==> src/rtl/ktne_switch_driver_if.sv <==
// ktne_switch_driver_if
// Bundles the defuser's control and switch/LED signals.
//   start  : run request, level (master -> slave)
//   abort  : return to idle (master -> slave)
//   ack    : KTNE ledG stage acknowledgements (master -> slave)
//   sw     : switch drive to KTNE {A..R} (slave -> master)
//   stage  : current or last stage index (slave -> master)
//   busy   : waiting for an ack or in the inter-stage gap (slave -> master)
//   done   : all stages acknowledged (slave -> master)
//   error  : a stage was not acknowledged in time (slave -> master)
interface ktne_switch_driver_if #(
  parameter int NUM_SW = 18
);
  logic              start;
  logic              abort;
  logic [7:0]        ack;
  logic [NUM_SW-1:0] sw;
  logic [2:0]        stage;
  logic              busy;
  logic              done;
  logic              error;

  modport master (
    output start, abort, ack,
    input  sw, stage, busy, done, error
  );

  modport slave (
    input  start, abort, ack,
    output sw, stage, busy, done, error
  );
endinterface

==> src/rtl/ktne_switch_driver.sv <==
// ktne_switch_driver
// Autonomous defuser: applies the KTNE switch groups in fixed stage order,
// OR-accumulating them onto sw, and advances on the bomb's green-LED ack.
// Ports:
//   clkc  : system clock, rising edge
//   reset : asynchronous active-low reset
//   bus   : ktne_switch_driver_if.slave (start/abort/ack in, sw/stage/busy/done/error out)
module ktne_switch_driver #(
  parameter int NUM_SW     = 18,
  parameter int NUM_STAGES = 7,
  parameter int TIMEOUT    = 16,
  parameter int STAGE_GAP  = 2
) (
  input  logic                 clkc,
  input  logic                 reset,
  ktne_switch_driver_if.slave  bus
);

  localparam int TIMER_W = $clog2(TIMEOUT + 1);
  localparam int GAP_W   = $clog2(STAGE_GAP + 1);
  localparam logic [TIMER_W-1:0] TIMER_LAST = TIMER_W'(TIMEOUT - 1);
  localparam logic [GAP_W-1:0]   GAP_LAST   = GAP_W'(STAGE_GAP - 1);
  localparam logic [2:0]         LAST_STAGE = 3'(NUM_STAGES - 1);

  typedef enum logic [2:0] {
    IDLE     = 3'd0,
    WAIT_ACK = 3'd1,
    GAP      = 3'd2,
    DONE     = 3'd3,
    ERROR    = 3'd4
  } state_t;

  // Switch group for each stage; groups are disjoint and cover all switches.
  function automatic logic [NUM_SW-1:0] stageMask(input logic [2:0] idx);
    logic [NUM_SW-1:0] m;
    case (idx)
      3'd0:    m = 18'h00001;  // R
      3'd1:    m = 18'h01400;  // F,H
      3'd2:    m = 18'h00808;  // O,G
      3'd3:    m = 18'h08140;  // J,C,L
      3'd4:    m = 18'h02220;  // E,I,M
      3'd5:    m = 18'h04014;  // D,P,N
      3'd6:    m = 18'h30082;  // B,A,Q,K
      default: m = 18'h00000;
    endcase
    return m;
  endfunction

  state_t              state_r, state_s;
  logic [NUM_SW-1:0]   sw_r, sw_s;
  logic [2:0]          stage_r, stage_s;
  logic [TIMER_W-1:0]  timer_r, timer_s;
  logic [GAP_W-1:0]    gap_r, gap_s;
  logic                busy_r, done_r, error_r;

  // Next-state and next-datapath decode; abort overrides every state.
  always_comb begin
    state_s = state_r;
    sw_s    = sw_r;
    stage_s = stage_r;
    timer_s = timer_r;
    gap_s   = gap_r;
    if (bus.abort) begin
      state_s = IDLE;
      sw_s    = '0;
      stage_s = 3'd0;
      timer_s = '0;
      gap_s   = '0;
    end else begin
      case (state_r)
        IDLE: begin
          if (bus.start) begin
            sw_s    = stageMask(3'd0);
            stage_s = 3'd0;
            timer_s = '0;
            state_s = WAIT_ACK;
          end else begin
            state_s = IDLE;
          end
        end
        WAIT_ACK: begin
          // Only the current stage's LED counts; ack beats timeout.
          if (bus.ack[stage_r]) begin
            if (stage_r == LAST_STAGE) begin
              state_s = DONE;
            end else begin
              stage_s = stage_r + 3'd1;
              gap_s   = '0;
              state_s = GAP;
            end
          end else if (timer_r == TIMER_LAST) begin
            state_s = ERROR;
          end else begin
            timer_s = timer_r + TIMER_W'(1);
          end
        end
        GAP: begin
          // stage already points at the group to apply next.
          if (gap_r == GAP_LAST) begin
            sw_s    = sw_r | stageMask(stage_r);
            timer_s = '0;
            state_s = WAIT_ACK;
          end else begin
            gap_s = gap_r + GAP_W'(1);
          end
        end
        DONE:    state_s = DONE;
        ERROR:   state_s = ERROR;
        default: begin
          state_s = IDLE;
          sw_s    = '0;
          stage_s = 3'd0;
          timer_s = '0;
          gap_s   = '0;
        end
      endcase
    end
  end

  // State, datapath and status flag registers.
  always_ff @(posedge clkc or negedge reset) begin
    if (!reset) begin
      state_r <= IDLE;
      sw_r    <= '0;
      stage_r <= 3'd0;
      timer_r <= '0;
      gap_r   <= '0;
      busy_r  <= 1'b0;
      done_r  <= 1'b0;
      error_r <= 1'b0;
    end else begin
      state_r <= state_s;
      sw_r    <= sw_s;
      stage_r <= stage_s;
      timer_r <= timer_s;
      gap_r   <= gap_s;
      busy_r  <= (state_s == WAIT_ACK) || (state_s == GAP);
      done_r  <= (state_s == DONE);
      error_r <= (state_s == ERROR);
    end
  end

  assign bus.sw    = sw_r;
  assign bus.stage = stage_r;
  assign bus.busy  = busy_r;
  assign bus.done  = done_r;
  assign bus.error = error_r;

endmodule
==> src/flat_wrapper.sv <==
// flat-port wrapper written by rule: the top's interface ports become plain ports
module ktne_switch_driver_flat 
#(
  parameter int NUM_SW     = 18,
  parameter int NUM_STAGES = 7,
  parameter int TIMEOUT    = 16,
  parameter int STAGE_GAP  = 2
)
  (clkc, reset, bus_start, bus_abort, bus_ack, bus_sw, bus_stage, bus_busy, bus_done, bus_error);
  ktne_switch_driver_if #(.NUM_SW(NUM_SW)) bus_i ();
  input  logic clkc;
  input  logic reset;
  input wire logic [$bits(bus_i.start)-1:0] bus_start;
  input wire logic [$bits(bus_i.abort)-1:0] bus_abort;
  input wire logic [$bits(bus_i.ack)-1:0] bus_ack;
  output wire logic [$bits(bus_i.sw)-1:0] bus_sw;
  output wire logic [$bits(bus_i.stage)-1:0] bus_stage;
  output wire logic [$bits(bus_i.busy)-1:0] bus_busy;
  output wire logic [$bits(bus_i.done)-1:0] bus_done;
  output wire logic [$bits(bus_i.error)-1:0] bus_error;
  assign bus_i.start = bus_start;
  assign bus_i.abort = bus_abort;
  assign bus_i.ack = bus_ack;
  assign bus_sw = bus_i.sw;
  assign bus_stage = bus_i.stage;
  assign bus_busy = bus_i.busy;
  assign bus_done = bus_i.done;
  assign bus_error = bus_i.error;
  ktne_switch_driver #(.NUM_SW(NUM_SW), .NUM_STAGES(NUM_STAGES), .TIMEOUT(TIMEOUT), .STAGE_GAP(STAGE_GAP)) u_core (.clkc(clkc), .reset(reset), .bus(bus_i));
endmodule
==> config.mk <==
export PLATFORM = sky130hd
export DESIGN_NAME = ktne_switch_driver_flat
export DESIGN_NICKNAME = d
export VERILOG_FILES = /design/src/rtl/ktne_switch_driver_if.sv /design/src/rtl/ktne_switch_driver.sv /design/src/flat_wrapper.sv
export SDC_FILE = /design/constraint.sdc
export NUM_CORES = 1
export LEC_CHECK = 0
export ABC_AREA = 1
export CAP_MARGIN = 20
export CORE_MARGIN = 8
export CORE_UTILIZATION = 55
export CTS_CLUSTER_DIAMETER = 30
export DETAILED_ROUTE_END_ITERATION = 8
export PLACE_DENSITY = 0.85
export SYNTH_ARGS = -nofsm -noshare
export SYNTH_HDL_FRONTEND = slang
export SYNTH_SLANG_ARGS = --single-unit
==> constraint.sdc <==
create_clock -name clkc -period 2.67 [get_ports clkc]
set_input_delay 0.534 -clock clkc [delete_from_list [all_inputs] [get_ports clkc]]
set_output_delay 0.534 -clock clkc [all_outputs]
set_load 0.01 [all_outputs]
Word-level counts from Yosys, hierarchy flattened
Index checks and enable logic that the tools add are counted.
W data, S select, Z words.

word-level totals
  register bits = 34
  input bits = 12
  word-level logic and storage cells = 84
  output and inout port bits = 24

cells by class
  equality and inequality tests = 27
  $add $sub $neg = 3
  multiplexer cells = 33
  bitwise operators = 1
  $lt $le $gt $ge = 1
  reduce and logical (&&, ||, !) cells = 11

operators by type and width
  cell                   number
  $pmux W18 S7           1
  $mux W18               6
  $pmux W18 S3           1
  $mux W5                5
  $mux W3                8
  $pmux W5 S4            1
  $eq A3 B2 Y1 const B   6
  $or A18 B18 Y18        1
  $eq A3 B3 Y1 const B   5
  $ne A3 B3 Y1 const B   5
  $pmux W3 S5            1
  $eq A3 B1 Y1 const B   3
  $pmux W3 S3            1
  $reduce_or A3 Y1       3
  $mux W2                4
  $ne A2 B1 Y1 const B   4
  $reduce_and A4 Y1      2
  $logic_not A3 Y1       2
  $ne A3 B2 Y1 const B   2
  $pmux W2 S3            1
  $add A5 B1 Y5 const B  1
  $eq A5 B4 Y1 const B   1
  $reduce_and A5 Y1      1
  $lt A3 B4 Y1 const B   1
  8 further kinds        10

Logic depth before layout (Yosys ltp)
Gate-level depths: netlist (run 1).

  depth after elaboration = 9
  mapped depth = 11
  gate-level depth less buffers = 11

Worst setup path before layout (run 1)
No wires, ideal clock.

  path type = input port to flip-flop
  from = input port bus_abort
  to = register u_core.sw_r[16] (netlist: u_core.bus.sw[16])
  arrival = 1508 ps
  path slack = 1036 ps
  required time = 2544 ps
  library setup time = 126 ps
  stages = 9
  buffers on the path = 2
  cell sequence = buf_4 inv_2 nand4_1 nand3_4 nor2_8 o21ai_2 inv_2 buf_6 a21oi_1

between the ends
  cells in the longest elaborated chain, start to end = 2
  elaborated cells between the ends (all ways) = 5
  those cells by class = eq/ne (3); mux (1); reduce/logical (1)

RTL lines
  item                                                   RTL line                   RTL
  start: declaration                                     flat_wrapper.sv:14         input wire logic [$bits(bus_i.abort)-1:0] bus_abort;
  $ne A3 B2 Y1 (no source line) (tied with other cells)  -
  $reduce_and A3 Y1 (no source line)                     -
  end signal: assignment                                 ktne_switch_driver.sv:133  sw_r <= sw_s;
  end: declaration                                       ktne_switch_driver.sv:50   logic [NUM_SW-1:0] sw_r, sw_s;

Several ways; a longest one is shown, not always the timed one.
A chain may end at the register's enable or synchronous reset.

Worst setup path in the final report (run 1)
  from = register u_core.stage_r[0] (netlist: u_core.bus.stage[0])
  to = output port bus_stage[0]

RTL lines
  item                      RTL line                   RTL
  start: declaration        ktne_switch_driver.sv:51   logic [2:0] stage_r, stage_s;
  start signal: assignment  ktne_switch_driver.sv:134  stage_r <= stage_s;
  end: declaration          flat_wrapper.sv:17         output wire logic [$bits(bus_i.stage)-1:0] bus_stage;

No word-level cell between the ends.

==> results of run 1 <==
[flip-flops by register name, summed over array words and instances (netlist names)]
name / flops
u_core.bus.sw: 18
u_core.state_r: 3
u_core.bus.stage: 3
u_core.gap_r: 2
u_core.bus.done: 1
u_core.bus.error: 1
u_core.bus.busy: 1
u_core.timer_r: 5
[cell type report]
type	count	area, sq um	area share (%)
Sequential cell	34	851	37.4
Clock inverter	3	68.8	3.03
Multi-Input combinational cell	133	727	32.0
Timing Repair Buffer	37	365	16.1
Inverter	45	169	7.43
Tap cell	44	55.1	2.42
Clock buffer	5	37.5	1.65
[metal layers]
metal | GRT usage (%) | wire (um)
met1 | 17.0 | 1550
met2 | 25.6 | 1840
met3 | 5.63 | 277
met4 | 3.56 | 57
met5 | 0 | 0
[power by group]
group          internal [uW]  total (uW)  switching (uW)
clock network            293         475             182
registers                533         553            20.4
logic                   83.0         214             131
[metrics by stage]
stage,total power (uW),util (%),std cells
5_1_grt,1300,74.5,301
4_1_cts,1250,74.5,301
6_report,1240,74.5,301
3_3_place_gp,771,71.0,293
3_5_place_dp,777,71.0,293
2_1_floorplan,700,-,215
[worst paths after layout]
check	depth (start not counted)	slack, ps	end	startpoint
max reg2reg	10	820	u_core.timer_r[2]	u_core.bus.stage[0]
min reg2reg	2	500	u_core.timer_r[3]	u_core.timer_r[3]
max	1	670	bus_stage[0]	u_core.bus.stage[0]
min in group asynchronous	2	590	u_core.timer_r[0]	reset
max in group asynchronous	2	1770	u_core.bus.stage[2]	reset
min	2	500	u_core.timer_r[3]	u_core.timer_r[3]
[logic make-up after synthesis]
kind of cell,synth area share [%]
buf+inv,10.8
compound gates,10.6
flops,48.1
fa+ha+maj,5.66
simple gates,24.8
[cell usage after synthesis, types with 2 or more instances]
| cell | n | area (sq um) |
|---|---|---|
| o21ai_2 | 2 | 17.5 |
| nand2_1 | 42 | 158 |
| dfrtp_1 | 34 | 851 |
| nor3b_1 | 2 | 15.0 |
| nand3_1 | 27 | 135 |
| a21oi_1 | 20 | 100 |
| nor2_1 | 9 | 33.8 |
| inv_1 | 40 | 150 |
| a21oi_2 | 2 | 17.5 |
| nor2_2 | 2 | 12.5 |
| o21ai_0 | 9 | 45.0 |
| nand2_2 | 2 | 12.5 |
| nand4_1 | 2 | 12.5 |
| inv_2 | 5 | 18.8 |
| ha_1 | 8 | 100 |
[cell usage in the layout (no fill, tap or decap), drive strengths merged, types with 2 or more instances in the layout]
cell type	instances
clkbuf	5
buf	2
a21oi	22
nand2	44
clkdlybuf4s50	35
nor3b	2
bufinv	2
nand4	2
ha	8
o21ai	11
nor2	13
inv	45
nand3	28
dfrtp	34
==> impl_metrics.py, run 1 <==
metrics = {
    "yosys": {
        "netlist_area_sq_um": 1770,
        "synth_ff_type": "dfrtp_1",
        "synth_seq_cells": 34,
        "yosysWarnings": 0,
        "syn_inst": 215,
        "ys_seq_area_share_pct": 48.1,
        "syn_avg_cell_area_sq_um": 8.23,
        "syn_nets": 235,
        "synth_edf_count": 0,
        "ys_async_sr_fraction_pct": 100,
        "synth.distinct_cells": 24,
    },
    "final_layout": {
        "nets": 276,
        "layout-area-overhead-vs-synth_pct": 28.5,
        "fillers": 235,
        "drive_above_1_share_pct": 10.1,
        "final_area_sq_um": 2270,
        "n_antenna_cell": 0,
    },
    "sta": {
        "setup_ws_ps": 672,
        "fin_crit_ps": 2000,
        "max_freq_ghz": 0.500,
        "finalClockSkew_ps": 15.3,
        "maxSlewViolCount": 0,
        "finalSetupViolations": 0,
        "rsz0062_at_grt": "false",
        "fin_crit_sh_pct": 74.8,
        "tns_ps": 0,
        "slew_headroom_pct": 72.2,
        "hold_violations": 0,
        "holdWs_ps": 502,
        "worstMarginPinSlew_ps": 417,
    },
    "clocking": {
        "clock-sinks": 34,
        "htree_levels": 2,
        "post_cts_resized": 0,
        "cts_max_path_buffers": 2,
        "cts_setup_buffers": 0,
        "numCtsBuffers": 5,
        "postCtsHoldBufs": 0,
        "root_buffer": "clkbuf_4",
        "clk_pin_slew_worst_paths_ps": 120,
        "clkLatencyLatePin_ps": 340,
        "cts_tree": "built",
    },
    "drt": {
        "drt_wl_total_um": 3720,
        "dr_total_vias": 1476,
        "vias_per_cell": 4.90,
        "drc": 0,
        "drtAntennaViolNets": 0,
        "firstDrtPassIters": 4,
        "drt_iter0_drc": 91,
        "wire_per_inst_um": 12.4,
    },
    "setup_path": {
        "cp-end-kind": "output port",
        "crit_chain": "clkdlybuf4s50_1",
        "cpLargestDelayFamily": "buffers and inverters",
        "worstPathArrival_ps": 1460,
        "slowest_stage": "clkdlybuf4s50_1",
        "cp.required_ps": 2140,
        "critPathBufInv": 1,
        "worstSetupPathType": "reg -> out",
        "worstPathMaxFanout": 10,
        "crit_path_start_kind": "flip-flop",
        "cpPeakStageDelay_ps": 600,
    },
    "floorplanning": {
        "core_area_sq_um": 3050,
        "start_util_pct": 58.0,
        "dieHeight_um": 72.7,
        "dieArea_sq_um": 5290,
        "ios": 36,
        "dieWidth_um": 72.7,
        "rows": 20,
    },
    "pwr": {
        "power_density_nw_per_um2": 546,
        "peakVddDrop_mv": 0.354,
        "p_leak_uw": 0.00107,
    },
    "placed_design": {
        "dp_slack_ps": 475,
        "port_buffers": 35,
        "gp_congestion": 0.864,
        "dp_hpwl_um": 2860,
        "placed_cell_area_sq_um": 2170,
    },
    "grt": {
        "grt_pass1_vias": 1399,
        "antenna_found_initial": 0,
        "grt_overflow": 0,
        "grt_max_degree": 35,
        "grt_usage_pct": 15.0,
        "grt_pass1_wl_um": 6240,
    },
    "status": {
        "status": "finished, final reports clean",
    },
    "flow_run": {
        "cap_violations": 0,
    },
    "hold_path": {
        "hp-class": "reg -> reg",
    },
}
(Power assumes the default switching activity.)
==> inputs of run 2 (changes only) <==
CORE_UTILIZATION = 46   (was 55)
PLACE_DENSITY = 0.76   (was 0.85)
clock period = 1.8 ns   (was 2.67 ns; I/O delays follow)
==> run 2 against run 1 <==
Highest routed layer unchanged. Critical endpoint is now bus_stage[2]. Routed wire length rose by 0.43%. Global-route usage fell by 1.8 points. Count of clock-buffer cells in the layout did not move. Clock power rose by 79%. Setup slack got worse by 620 ps. Total power rose by 63%.
==> impl_metrics.py, run 2 (synthesis results as in run 1) <==
metrics = {
    "pwr": {
        "p_int_uw": 1500,
        "combinationalPowerShare_pct": 17.8,
        "pwr-share-seq_pct": 40.4,
        "power_density_nw_per_um2": 840,
        "net-switching-power_uw": 526,
        "swShare_pct": 26.0,
        "clkPwrFrac_pct": 41.8,
        "p_leak_uw": 0.00114,
        "finalPower_uw": 2030,
        "peakVddDrop_mv": 0.529,
    },
    "setup_path": {
        "cpPeakStageDelay_ps": 600,
        "cp.required_ps": 1440,
        "crit_path_start_kind": "flip-flop",
        "worstPathArrival_ps": 1390,
        "cpLargestDelayFamily": "buffers and inverters",
        "cp-end-kind": "output port",
        "worstPathMaxFanout": 9,
        "slowest_stage": "clkdlybuf4s50_1",
        "crit_chain": "clkdlybuf4s50_1",
        "critPathBufInv": 1,
        "worstSetupPathType": "reg -> out",
    },
    "final_layout": {
        "seq_area_sq_um": 852,
        "largest_reg_flops": 18,
        "layout-area-overhead-vs-synth_pct": 36.6,
        "layout_common_cells": "42 x nand2_1, 39 x inv_1, 35 x clkdlybuf4s50_1, 33 x dfrtp_1, 27 x nand3_1",
        "n_antenna_cell": 0,
        "layout_commonest_cell": "nand2_1",
        "fillers": 318,
        "multi_input_area_sq_um": 734,
        "drive_above_1_share_pct": 15.2,
        "nets": 289,
    },
    "drt": {
        "drt_iter0_drc": 60,
        "vias_per_cell": 4.79,
        "wire_per_inst_um": 11.7,
        "drtAntennaViolNets": 0,
        "firstDrtPassIters": 4,
        "drc": 0,
        "dr_total_vias": 1523,
        "drt_wl_total_um": 3740,
    },
    "placed_design": {
        "dp_hpwl_um": 2870,
        "port_buffers": 35,
        "gp_congestion": 0.835,
        "dp_slack_ps": -123,
    },
    "sta": {
        "fin_crit_sh_pct": 97.3,
        "finalSetupViolations": 0,
        "maxSlewViolCount": 0,
        "finalClockSkew_ps": 4.58,
        "fin_crit_ps": 1750,
        "worstMarginPinSlew_ps": 421,
        "slew_headroom_pct": 71.9,
        "setup_ws_ps": 49.3,
        "hold_violations": 0,
        "max_freq_ghz": 0.571,
        "rsz0062_at_grt": "true",
    },
    "clocking": {
        "cts_max_path_buffers": 2,
        "cts_tree": "built",
        "numCtsBuffers": 5,
        "clock-sinks": 34,
        "root_buffer": "clkbuf_8",
        "htree_levels": 2,
        "clk_pin_slew_worst_paths_ps": 70,
        "clkLatencyLatePin_ps": 290,
    },
    "floorplanning": {
        "ios": 36,
        "core_area_sq_um": 3690,
        "rows": 22,
        "dieWidth_um": 78.0,
        "start_util_pct": 48.0,
        "dieHeight_um": 78.0,
        "dieArea_sq_um": 6090,
    },
    "grt": {
        "grt_pass1_wl_um": 6590,
        "grt_max_degree": 35,
        "grt_pass1_vias": 1481,
        "grt_usage_pct": 13.2,
        "antenna_found_initial": 0,
        "grt_overflow": 0,
    },
    "status": {
        "status": "finished, final reports clean",
    },
    "flow_run": {
        "cap_violations": 0,
    },
    "hold_path": {
        "hp-class": "in -> async",
    },
}
-- run 2: cell count changes in the layout (fill, tap and decap cells not counted) --
cell      delta
o21ai_2      -1
clkbuf_8     +5
inv_1        -1
dfrtp_1      -1
buf_4       +13
inv_2        +1
o21ai_4      +1
dfrtp_2      +1
clkbuf_4     -5
-- run 2: path summary, 6_finish.rpt --
kind                                            end  cells after the start  slack [ps]                 from
worst max-delay path                   bus_stage[2]                      1          50  u_core.bus.stage[2]
worst min-delay path               u_core.bus.sw[5]                      2         480                reset
worst max register to register    u_core.bus.sw[13]                      9         140    u_core.state_r[0]
worst min register to register    u_core.timer_r[3]                      2         500    u_core.timer_r[3]
max in group asynchronous       u_core.bus.stage[0]                      2        1000                reset
min in group clkc                 u_core.timer_r[3]                      2         500    u_core.timer_r[3]
-- run 2: worst register-to-register path: cells and delay by family, from the launching register on --
| kind | cells | cell delay (ps) |
|---|---|---|
| flip-flops | 1 | 460 |
| buffers and inverters | 1 | 150 |
| AO/OA/AOI/OAI | 1 | 80 |
| AND/OR/NAND/NOR | 7 | 850 |
-- run 2: power groups by stage --
stage	clock [uW]	sequential (uW)	combinational [uW]
3_3_place_gp	0	832	344
5_1_grt	899	822	413
4_1_cts	863	820	351
2_1_floorplan	0	837	202
6_report	848	819	362
3_5_place_dp	0	835	349
-- run 2: layout make-up --
type	instances	share of cell area (%)
Sequential cell	34	35.3
Multi-Input combinational cell	133	30.4
Timing Repair Buffer	50	19.2
Inverter	45	6.99
Clock buffer	5	2.85
Clock inverter	3	2.85
Tap cell	48	2.49
-- run 2: timing repair --
action | 4_1_cts | 5_1_grt
buffers inserted | 0 | 2
gates resized for setup | 1 | 2
setup endpoints to repair | 1 | 7
cloned | 0 | 0
hold buffers | 0 | 0
-- run 2: layer usage --
metal  wire [um]  up-vias  part of all wire, %  track usage (%)
li1            -      793                    -                -
met1        1730      681                   46             15.8
met2        1660       42                   44             20.1
met3         295        7                  7.9             5.13
met4          56        0                  1.5             6.85
met5           0        -                    0                0
-- run 2: metrics by stage --
| stage | util, % | area (sq um) | setup TNS (ps) | hold WS [ps] | std cells |
|---|---|---|---|---|---|
| final | 65.5 | 2420 | 0 | 479 | 318 |
| after global placement | 61.1 | 2250 | -1320 | 474 | 308 |
| after floorplan | - | 1770 | 0 | 64.4 | 215 |
| after detailed placement | 61.1 | 2250 | -2300 | 475 | 308 |
| after global routing | 65.5 | 2420 | -1.30 | 514 | 318 |
| after CTS | 64.9 | 2390 | 0 | 497 | 316 |
